## src/rtl/spi_seq_pkg.sv

```systemverilog
// spi_seq_pkg: FSM/op types and SPI core register map shared by spi_xfer_sequencer
package spi_seq_pkg;
  typedef enum logic [2:0] {IDLE, W_SPCR, W_SPER, W_SS, XFER, W_SSCLR, ABORT, DONE} state_e;
  typedef enum logic [1:0] {OP_NONE, OP_POP, OP_PUSH, OP_POLL} op_e;
  localparam logic [2:0] ADR_SPCR = 3'd0, ADR_SPSR = 3'd1, ADR_SPDR = 3'd2, ADR_SPER = 3'd3, ADR_SS = 3'd4;
  localparam int RFEMPTY = 0, RFFULL = 1, WFEMPTY = 2, WFFULL = 3, WCOL = 6, SPIF = 7, SPE_BIT = 6;
  localparam logic [7:0] SPE_MASK = 8'h01 << SPE_BIT;
endpackage

```

## src/rtl/spi_seq_wb_master.sv

```systemverilog
// spi_seq_wb_master: single-outstanding Wishbone access; bus held until ack, dropped the cycle after
module spi_seq_wb_master (
  input  logic       clk_i,
  input  logic       rst_i,
  input  logic       start_i,
  input  logic       we_i,
  input  logic [2:0] adr_i,
  input  logic [7:0] wdata_i,
  output logic       busy_o,
  output logic       done_o,
  output logic [7:0] rdata_o,
  output logic       wb_cyc_o,
  output logic       wb_stb_o,
  output logic       wb_we_o,
  output logic [2:0] wb_adr_o,
  output logic [7:0] wb_dat_o,
  input  logic [7:0] wb_dat_i,
  input  logic       wb_ack_i
);
  logic       busy_q, we_q;
  logic [2:0] adr_q;
  logic [7:0] dat_q;
  always_ff @(posedge clk_i)
    if (rst_i || (busy_q && wb_ack_i)) begin
      busy_q <= 1'b0;
      we_q   <= 1'b0;
      adr_q  <= '0;
      dat_q  <= '0;
    end else if (!busy_q && start_i) begin
      busy_q <= 1'b1;
      we_q   <= we_i;
      adr_q  <= adr_i;
      dat_q  <= wdata_i;
    end
  assign busy_o   = busy_q;
  assign done_o   = busy_q & wb_ack_i;
  assign rdata_o  = wb_dat_i;
  assign wb_cyc_o = busy_q;
  assign wb_stb_o = busy_q;
  assign wb_we_o  = we_q;
  assign wb_adr_o = adr_q;
  assign wb_dat_o = dat_q;
endmodule

```

## src/rtl/spi_xfer_sequencer.sv

```systemverilog
// spi_xfer_sequencer: drives the SPI core register bus to run multi-byte transfers with SS ownership.
// Optional poll watchdog with flush/abort enabled by `define SPI_SEQ_TIMEOUT_EN.
module spi_xfer_sequencer
  import spi_seq_pkg::*;
#(
  parameter int SS_WIDTH     = 2,
  parameter int LEN_W        = 16,
  parameter int MAX_INFLIGHT = 4,
  parameter int TIMEOUT_CYC  = 65535
) (
  input  logic                clk_i,
  input  logic                rst_i,
  input  logic [7:0]          cfg_spcr_i,
  input  logic [7:0]          cfg_sper_i,
  input  logic                cmd_valid_i,
  output logic                cmd_ready_o,
  input  logic [SS_WIDTH-1:0] cmd_ss_i,
  input  logic [LEN_W-1:0]    cmd_len_i,
  input  logic                cmd_keep_i,
  input  logic                tx_valid_i,
  input  logic [7:0]          tx_data_i,
  output logic                tx_ready_o,
  output logic                rx_valid_o,
  output logic [7:0]          rx_data_o,
  input  logic                rx_ready_i,
  output logic                busy_o,
  output logic                done_o,
  output logic                err_o,
  output logic                spi_cyc_o,
  output logic                spi_stb_o,
  output logic                spi_we_o,
  output logic [2:0]          spi_adr_o,
  output logic [7:0]          spi_dat_o,
  input  logic [7:0]          spi_dat_i,
  input  logic                spi_ack_i
);
  localparam int IW = $clog2(MAX_INFLIGHT + 1);
  state_e              state_q, state_d;
  op_e                 op_q, op_d;
  logic [SS_WIDTH-1:0] ss_q;
  logic [LEN_W-1:0]    len_q, pushed_q, pushed_d, popped_q, popped_d;
  logic [IW-1:0]       infl_q, infl_d, known_q, known_d;
  logic                keep_q, rx_valid_q, rx_valid_d;
  logic [7:0]          rx_data_q, rx_data_d, wb_wdata, wb_rdata;
  logic [2:0]          wb_adr;
  logic                wb_start, wb_we, wb_busy, wb_done, accept, to_hit;
  logic                do_pop, do_push, do_poll, xfer_end;
  assign accept   = cmd_valid_i && state_q == IDLE;
  assign do_pop   = known_q != '0 && !rx_valid_q;
  assign do_push  = tx_valid_i && pushed_q < len_q && infl_q < IW'(MAX_INFLIGHT);
  assign do_poll  = infl_q > known_q;
  assign xfer_end = popped_q == len_q && !rx_valid_q;
  always_ff @(posedge clk_i)
    if (rst_i) state_q <= IDLE;
    else state_q <= state_d;
  always_comb begin
    state_d = state_q;
    unique case (state_q)
      IDLE:    state_d = cmd_valid_i ? W_SPCR : IDLE;
      W_SPCR:  state_d = wb_done ? W_SPER : W_SPCR;
      W_SPER:  state_d = wb_done ? W_SS : W_SPER;
      W_SS:    state_d = !wb_done ? W_SS : len_q != '0 ? XFER : keep_q ? DONE : W_SSCLR;
      XFER:    state_d = wb_busy ? XFER : to_hit ? ABORT : !xfer_end ? XFER : keep_q ? DONE : W_SSCLR;
      W_SSCLR: state_d = wb_done ? DONE : W_SSCLR;
      ABORT:   state_d = wb_done ? W_SSCLR : ABORT;
      default: state_d = IDLE;
    endcase
  end
  // In XFER one access per free slot: drain RX first, then feed TX, then poll status
  always_comb begin
    op_d = OP_NONE;
    if (state_q == XFER && !wb_busy && !to_hit)
      op_d = do_pop ? OP_POP : do_push ? OP_PUSH : do_poll ? OP_POLL : OP_NONE;
    wb_start = !wb_busy && (state_q inside {W_SPCR, W_SPER, W_SS, W_SSCLR, ABORT} || op_d != OP_NONE);
    wb_we    = state_q != XFER || op_d == OP_PUSH;
    wb_adr   = state_q inside {W_SPCR, ABORT} ? ADR_SPCR :
               state_q == W_SPER ? ADR_SPER :
               state_q == XFER ? (op_d == OP_POLL ? ADR_SPSR : ADR_SPDR) : ADR_SS;
    wb_wdata = state_q == W_SPCR ? (cfg_spcr_i | SPE_MASK) :
               state_q == ABORT  ? (cfg_spcr_i & ~SPE_MASK) :
               state_q == W_SPER ? cfg_sper_i :
               state_q == W_SS   ? 8'(ss_q) :
               state_q == XFER   ? tx_data_i : 8'h00;
  end
  always_comb begin
    pushed_d   = pushed_q;
    popped_d   = popped_q;
    infl_d     = infl_q;
    known_d    = known_q;
    rx_valid_d = rx_valid_q & ~rx_ready_i;
    rx_data_d  = rx_data_q;
    if (accept) begin
      pushed_d = '0;
      popped_d = '0;
      infl_d   = '0;
      known_d  = '0;
    end else if (wb_done && op_q == OP_POP) begin
      popped_d   = popped_q + 1'b1;
      infl_d     = infl_q - 1'b1;
      known_d    = known_q - 1'b1;
      rx_valid_d = 1'b1;
      rx_data_d  = wb_rdata;
    end else if (wb_done && op_q == OP_PUSH) begin
      pushed_d = pushed_q + 1'b1;
      infl_d   = infl_q + 1'b1;
    end else if (wb_done && op_q == OP_POLL && !wb_rdata[RFEMPTY])
      known_d = known_q + 1'b1;
  end
  always_ff @(posedge clk_i)
    if (rst_i) begin
      op_q       <= OP_NONE;
      ss_q       <= '0;
      len_q      <= '0;
      keep_q     <= 1'b0;
      pushed_q   <= '0;
      popped_q   <= '0;
      infl_q     <= '0;
      known_q    <= '0;
      rx_valid_q <= 1'b0;
      rx_data_q  <= '0;
    end else begin
      if (!wb_busy) op_q <= op_d;
      if (accept) begin
        ss_q   <= cmd_ss_i;
        len_q  <= cmd_len_i;
        keep_q <= cmd_keep_i;
      end
      pushed_q   <= pushed_d;
      popped_q   <= popped_d;
      infl_q     <= infl_d;
      known_q    <= known_d;
      rx_valid_q <= rx_valid_d;
      rx_data_q  <= rx_data_d;
    end
`ifdef SPI_SEQ_TIMEOUT_EN
  localparam int TW = $clog2(TIMEOUT_CYC + 1);
  logic [TW-1:0] to_q, to_d;
  logic          err_q;
  assign to_hit = to_q >= TW'(TIMEOUT_CYC);
  assign to_d   = (state_q != XFER || (wb_done && op_q == OP_POP)) ? '0 :
                  (infl_q != '0 && !to_hit) ? to_q + 1'b1 : to_q;
  always_ff @(posedge clk_i)
    if (rst_i) begin
      to_q  <= '0;
      err_q <= 1'b0;
    end else begin
      to_q  <= to_d;
      err_q <= accept ? 1'b0 : (state_q == XFER && state_d == ABORT) ? 1'b1 : err_q;
    end
  assign err_o = done_o & err_q;
`else
  assign to_hit = 1'b0;
  assign err_o  = 1'b0;
`endif
  spi_seq_wb_master u_wb (
    .clk_i    (clk_i),
    .rst_i    (rst_i),
    .start_i  (wb_start),
    .we_i     (wb_we),
    .adr_i    (wb_adr),
    .wdata_i  (wb_wdata),
    .busy_o   (wb_busy),
    .done_o   (wb_done),
    .rdata_o  (wb_rdata),
    .wb_cyc_o (spi_cyc_o),
    .wb_stb_o (spi_stb_o),
    .wb_we_o  (spi_we_o),
    .wb_adr_o (spi_adr_o),
    .wb_dat_o (spi_dat_o),
    .wb_dat_i (spi_dat_i),
    .wb_ack_i (spi_ack_i)
  );
  assign cmd_ready_o = state_q == IDLE;
  assign busy_o      = state_q != IDLE;
  assign done_o      = state_q == DONE;
  assign tx_ready_o  = wb_done && op_q == OP_PUSH;
  assign rx_valid_o  = rx_valid_q;
  assign rx_data_o   = rx_data_q;
endmodule

```

## config.mk

```make
export PLATFORM = sky130hd
export DESIGN_NAME = spi_xfer_sequencer
export DESIGN_NICKNAME = d
export VERILOG_FILES = /design/src/rtl/spi_seq_pkg.sv /design/src/rtl/spi_seq_wb_master.sv /design/src/rtl/spi_xfer_sequencer.sv
export SDC_FILE = /design/constraint.sdc
export NUM_CORES = 1
export LEC_CHECK = 0
export CAP_MARGIN = 20
export CORE_UTILIZATION = 35
export CTS_CLUSTER_DIAMETER = 40
export DETAILED_ROUTE_END_ITERATION = 10
export PLACE_DENSITY = 0.62
export SETUP_SLACK_MARGIN = 0.3
export SYNTH_ARGS = -nofsm -noshare
export SYNTH_HDL_FRONTEND = slang
export SYNTH_SLANG_ARGS = --single-unit
```

## constraint.sdc

```tcl
create_clock -name clk_i -period 3 [get_ports clk_i]
set_input_delay 0.6 -clock clk_i [delete_from_list [all_inputs] [get_ports clk_i]]
set_output_delay 0.6 -clock clk_i [all_outputs]
set_load 0.1 [all_outputs]
```

# After elaboration in Yosys (flattened, before gate mapping)
# Index checks and enable logic that the tools add are counted.
# totals
ff_bits	84
output_inout_bits	28
wordCells	107
# op_classes
add_sub_neg	6
n_lt_le_gt_ge	3
eq_ne	15
muxes	31
bitwise_logic	5
n_reduce_logical	32
# ops
operator	n
$mux W8	5
$add A16 B1 Y16 const B	2
$mux W3	10
$mux W2	11
$pmux W3 S7	1
$eq A16 B16 Y1	1
$lt A16 B16 Y1	1
$reduce_bool A16 Y1	1
$logic_and A1 B1 Y1	13
$eq A3 B3 Y1 const B	4
$eq A2 B2 Y1 const B	4
$reduce_bool A2 Y1	4
$add A3 B1 Y3 const B	2
$eq A3 B2 Y1 const B	2
$reduce_and A2 Y1	3
$reduce_bool A3 Y1	2
$sub A3 B1 Y3 const B	2
$reduce_bool A5 Y1	1
$mux W1	4
$eq A3 B1 Y1 const B	1
$gt A3 B3 Y1	1
$logic_not A1 Y1	3
$logic_not A3 Y1	1
$logic_or A1 B1 Y1	3
7 further kinds	10

# Depth between registers and ports, before layout
# depth
depth_word	11
mapped_depth	10
depth_no_buf	9

# By module
# Synthesis repeated with hierarchy kept, for this count alone.
# unflattened
cells_unflattened	589
area_unflattened_um2	4708.3
# modules_own_cells
mod	instances	cells_per_inst	area_each_um2	seq_area_each_um2
spi_xfer_sequencer	1	513	4030.1	1421.4
spi_seq_wb_master	1	76	678.2	260.2

# Worst setup path after synthesis
# OpenSTA, ideal clock, no wires.
# synth_timing
path_type	register to register
from	register state_q[1]
to	register len_q[10]
setup_time_ns	0.070
arrival_time_ns	3.148
setup_slack_ns	-0.219
stages_incl_launch_ff	10
path_cell_list	dfxtp_1 > clkbuf_1 > nor2_1 > nand2_1 > inv_1 > and2_1 > clkbuf_1 > clkbuf_1 > nand2_1 > a21oi_1
# synth_between
elab_chain_len	2
# synth_rtl
element	line_no	source
start: declaration	spi_xfer_sequencer.sv:38	state_e state_q, state_d;
start signal: assignment	spi_xfer_sequencer.sv:55	else state_q <= state_d;
$logic_not A3 Y1	--	
net cmd_ready_o	spi_xfer_sequencer.sv:16	output logic cmd_ready_o,
$logic_and A1 B1 Y1	spi_xfer_sequencer.sv:48	assign accept = cmd_valid_i && state_q == IDLE;
end signal: assignment	spi_xfer_sequencer.sv:125	len_q <= cmd_len_i;
end: declaration	spi_xfer_sequencer.sv:41	logic [LEN_W-1:0] len_q, pushed_q, pushed_d, popped_q, popped_d;
# The timed path passes the listed nets, and every way through them passes these cells.
# A chain may end at the register's enable or synchronous reset.

# Worst setup path after layout
# layout_timing
from	register state_q[0]
to	output port done_o
# layout_between
elab_chain_len	1
# layout_rtl
element	line_no	source
$eq A3 B3 Y1	spi_xfer_sequencer.sv:175	assign done_o = state_q == DONE;
end: declaration	spi_xfer_sequencer.sv:27	output logic done_o,
# Every way passes these cells.

==> results.toml <==
[sta]
slew_headroom_pct = 53.30
finalHoldViolations = 0
holdWs_ns = 0.4579
max_freq_mhz = 392.9
layout_setup_ws_ns = 0.4545
period_share_pct = 84.85
skew_ns = 0.006281
finalCriticalPeriod_ns = 2.545
rsz0062_at_grt = "false"
worstMarginPinSlew_ns = 0.6995
fin_tns_setup_ns = 0
slew_violations = 0
report.final.setup_viol = 0

[synthesis]
syn_inst = 556
syn_area_per_cell_um2 = 8.016
syn-num-nets = 635
ys_ff_latch = 84
synth-edff-count = 0
ys.flop_type = "dfxtp_1"
ys_types = 48
yosysSeqAreaShare_pct = 37.73
ys_async_sr_fraction_pct = 0
synth_warnings = 0
syn_area_mm2 = 0.004457

[clock_tree]
clock_sinks = 84
root_buffer = "clkbuf_16"
clk_pin_slew_ns = 0.06
h-tree-depth = 3
cts_buffers = 9
cts_tree = "yes"
ctsHoldBuffers = 0
cts_buffer_depth = 2
clock_latency_ns = 0.34

[pwr]
ir_drop_mv = 0.2381
power_w = 0.002754
power.density_mw_per_mm2 = 480.8
leakagePower_nw = 2.221

[placement]
gp_congestion = 0.8079
portBuffers = 82
detailed_place_hpwl_mm = 8.972
place_inst = 795
place_ws_ns = 0.2215

[finish]
syn_to_final_growth_pct = 28.52
nFillCells = 1248
nets = 717
multi_input_area_mm2 = 0.002565
finalNonFillerCells = 811
regArea_mm2 = 0.001684
drive_gt1_share_pct = 11.35
diodes = 0

[grt]
antenna_found_initial = 0
grt_max_degree = 27
grt_overflow = 0
grt_pass1_wl_mm = 18.98
grt_use_total_pct = 18.65
grt_pass1_vias = 3918

[run_status]
outcome = "finished, final reports clean"

[floorplan]
row_count = 40
fp.coreArea_mm2 = 0.01221
start_util_pct = 36.50
io_pins = 85
die-area_mm2 = 0.01319
die_h_um = 114.8
die_x_um = 114.8

[setup_path]
end_kind = "primary output"
cpPeakStageDelay_ns = 0.77
cp-start-kind = "flop"
r2r_end = "u_wb.wb_dat_o[1]"
path_max_fanout = 18
path_class = "flop to primary output"
cp_cell_sequence = "nand2_1, nor2_2, buf_4"
crit_slowest_cell = "dfxtp_1"
r2r_cells = 9
timing.reg2reg.setup_slack_ns = 0.50
critPathArrivalTime_ns = 1.95
crit_required_ns = 2.40
r2r_start = "len_q[2]"

[routing]
firstDrtPassIters = 4
wl_mm = 11.82
vias_per_cell = 4.945
wl_per_cell_um = 14.58
drc = 0
ant_nets = 0
dr.first_iter.drc_count = 175
vias = 4010

[hold_path]
hold_end = "u_wb.wb_dat_o[6]"
hp-class = "flop to flop"
hold_depth = 2
hp-start = "u_wb.wb_dat_o[6]"

[job]
drv_cap = 0
[flip-flops by register name, summed over array words and instances, names as in the netlist]
name           cells
ss_q               2
u_wb.wb_dat_o      8
u_wb.wb_we_o       1
known_q            3
len_q             16
state_q            3
rx_data_o          8
infl_q             3
u_wb.busy_o        1
keep_q             1
op_q               2
u_wb.wb_adr_o      3
popped_q          16
rx_valid_o         1
pushed_q          16
[per-stage QoR]
stage,instance area (um2),util (%)
global route,5728,46.91
floorplan,4472,-
detailed placement,5434,44.50
CTS,5727,46.90
global placement,5434,44.50
finish,5728,46.91
[metal layers]
layer	routed length [um]	share of wire, %	global-route usage (%)
met1	5445	46	23.73
met2	5776	49	31.61
met3	411	3.5	2.530
met4	191	1.6	8.052
met5	0	0	0
[power breakdown]
group	switching [W]	internal [W]	total [W]
combinational	0.000275	0.000179	0.000454
clock	0.000464	0.000645	0.00111
sequential	0.0000452	0.00115	0.00119
total	0.000783	0.00197	0.00275
[placed cells by master, fill, tap and decap left out, drive strengths merged, types with 10 or more instances in the layout]
cell type,netlist,final
clkdlybuf4s50,0,55
nand2,102,102
xor2,31,31
a21oi,53,53
ha,20,20
clkbuf,18,10
inv,29,29
nor2,56,56
xnor2,14,14
buf,6,40
mux2i,15,15
nand3,16,16
dfxtp,84,84
o21ai,23,23
[timing repair]
action	4_1_cts	5_1_grt
resized for setup	0	1
buffers inserted	0	0
endpoints found under the setup margin	0	1
[worst max path at each step]
stage	start	endpoint	slack [ns]	cells after the start
6_report	state_q[0]	done_o	0.45	3
5_1_grt	len_q[2]	u_wb.wb_dat_o[3]	0.32	9
4_1_cts	state_q[1]	done_o	0.41	3
3_5_place_dp	spi_ack_i	known_q[2]	0.22	9
3_3_place_gp	spi_ack_i	known_q[2]	0.27	9
2_1_floorplan	u_wb.busy_o	pushed_q[15]	0.35	9
[synthesized netlist by cell type, types with 6 or more instances]
cell | count | share of area, %
nand2_1 | 102 | 8.6
dfxtp_1 | 84 | 38
nor2_1 | 55 | 4.6
a21oi_1 | 53 | 6.0
xor2_1 | 31 | 6.1
inv_1 | 28 | 2.4
o21ai_0 | 23 | 2.6
ha_1 | 20 | 5.6
clkbuf_1 | 18 | 1.5
nand3_1 | 16 | 1.8
mux2i_1 | 15 | 3.4
xnor2_1 | 14 | 2.8
nand4_1 | 8 | 1.1
nor4_1 | 8 | 1.1
nor3_1 | 6 | 0.67
or3_1 | 6 | 0.84
[kinds of logic after synthesis]
family | count (synthesis) | synth area share, %
AO/OA/AOI/OAI | 104 | 14.04
XOR/XNOR | 45 | 8.843
adder cells (fa/ha/maj) | 22 | 6.513
buffers and inverters | 53 | 4.941
flip-flops | 84 | 37.73
multiplexers | 20 | 4.632
other | 1 | 0.08414
AND/OR/NAND/NOR | 227 | 23.22
[layout make-up]
class	instances	share of cell area (%)
clock inverters	6	1.114
clock buffers	10	3.997
multi-input cells	419	44.78
repair buffers	95	15.07
inverters	29	1.966
well taps	168	3.670
flip-flops and latches	84	29.40
[worst max-delay path, delay by kind of cell (launching register included)]
| family | cells | cell delay, ns |
|---|---|---|
| flip-flops | 1 | 0.77 |
| AND/OR/NAND/NOR | 2 | 0.48 |
| buffers and inverters | 1 | 0.35 |
No activity file was read; power rests on OpenSTA's default activity.
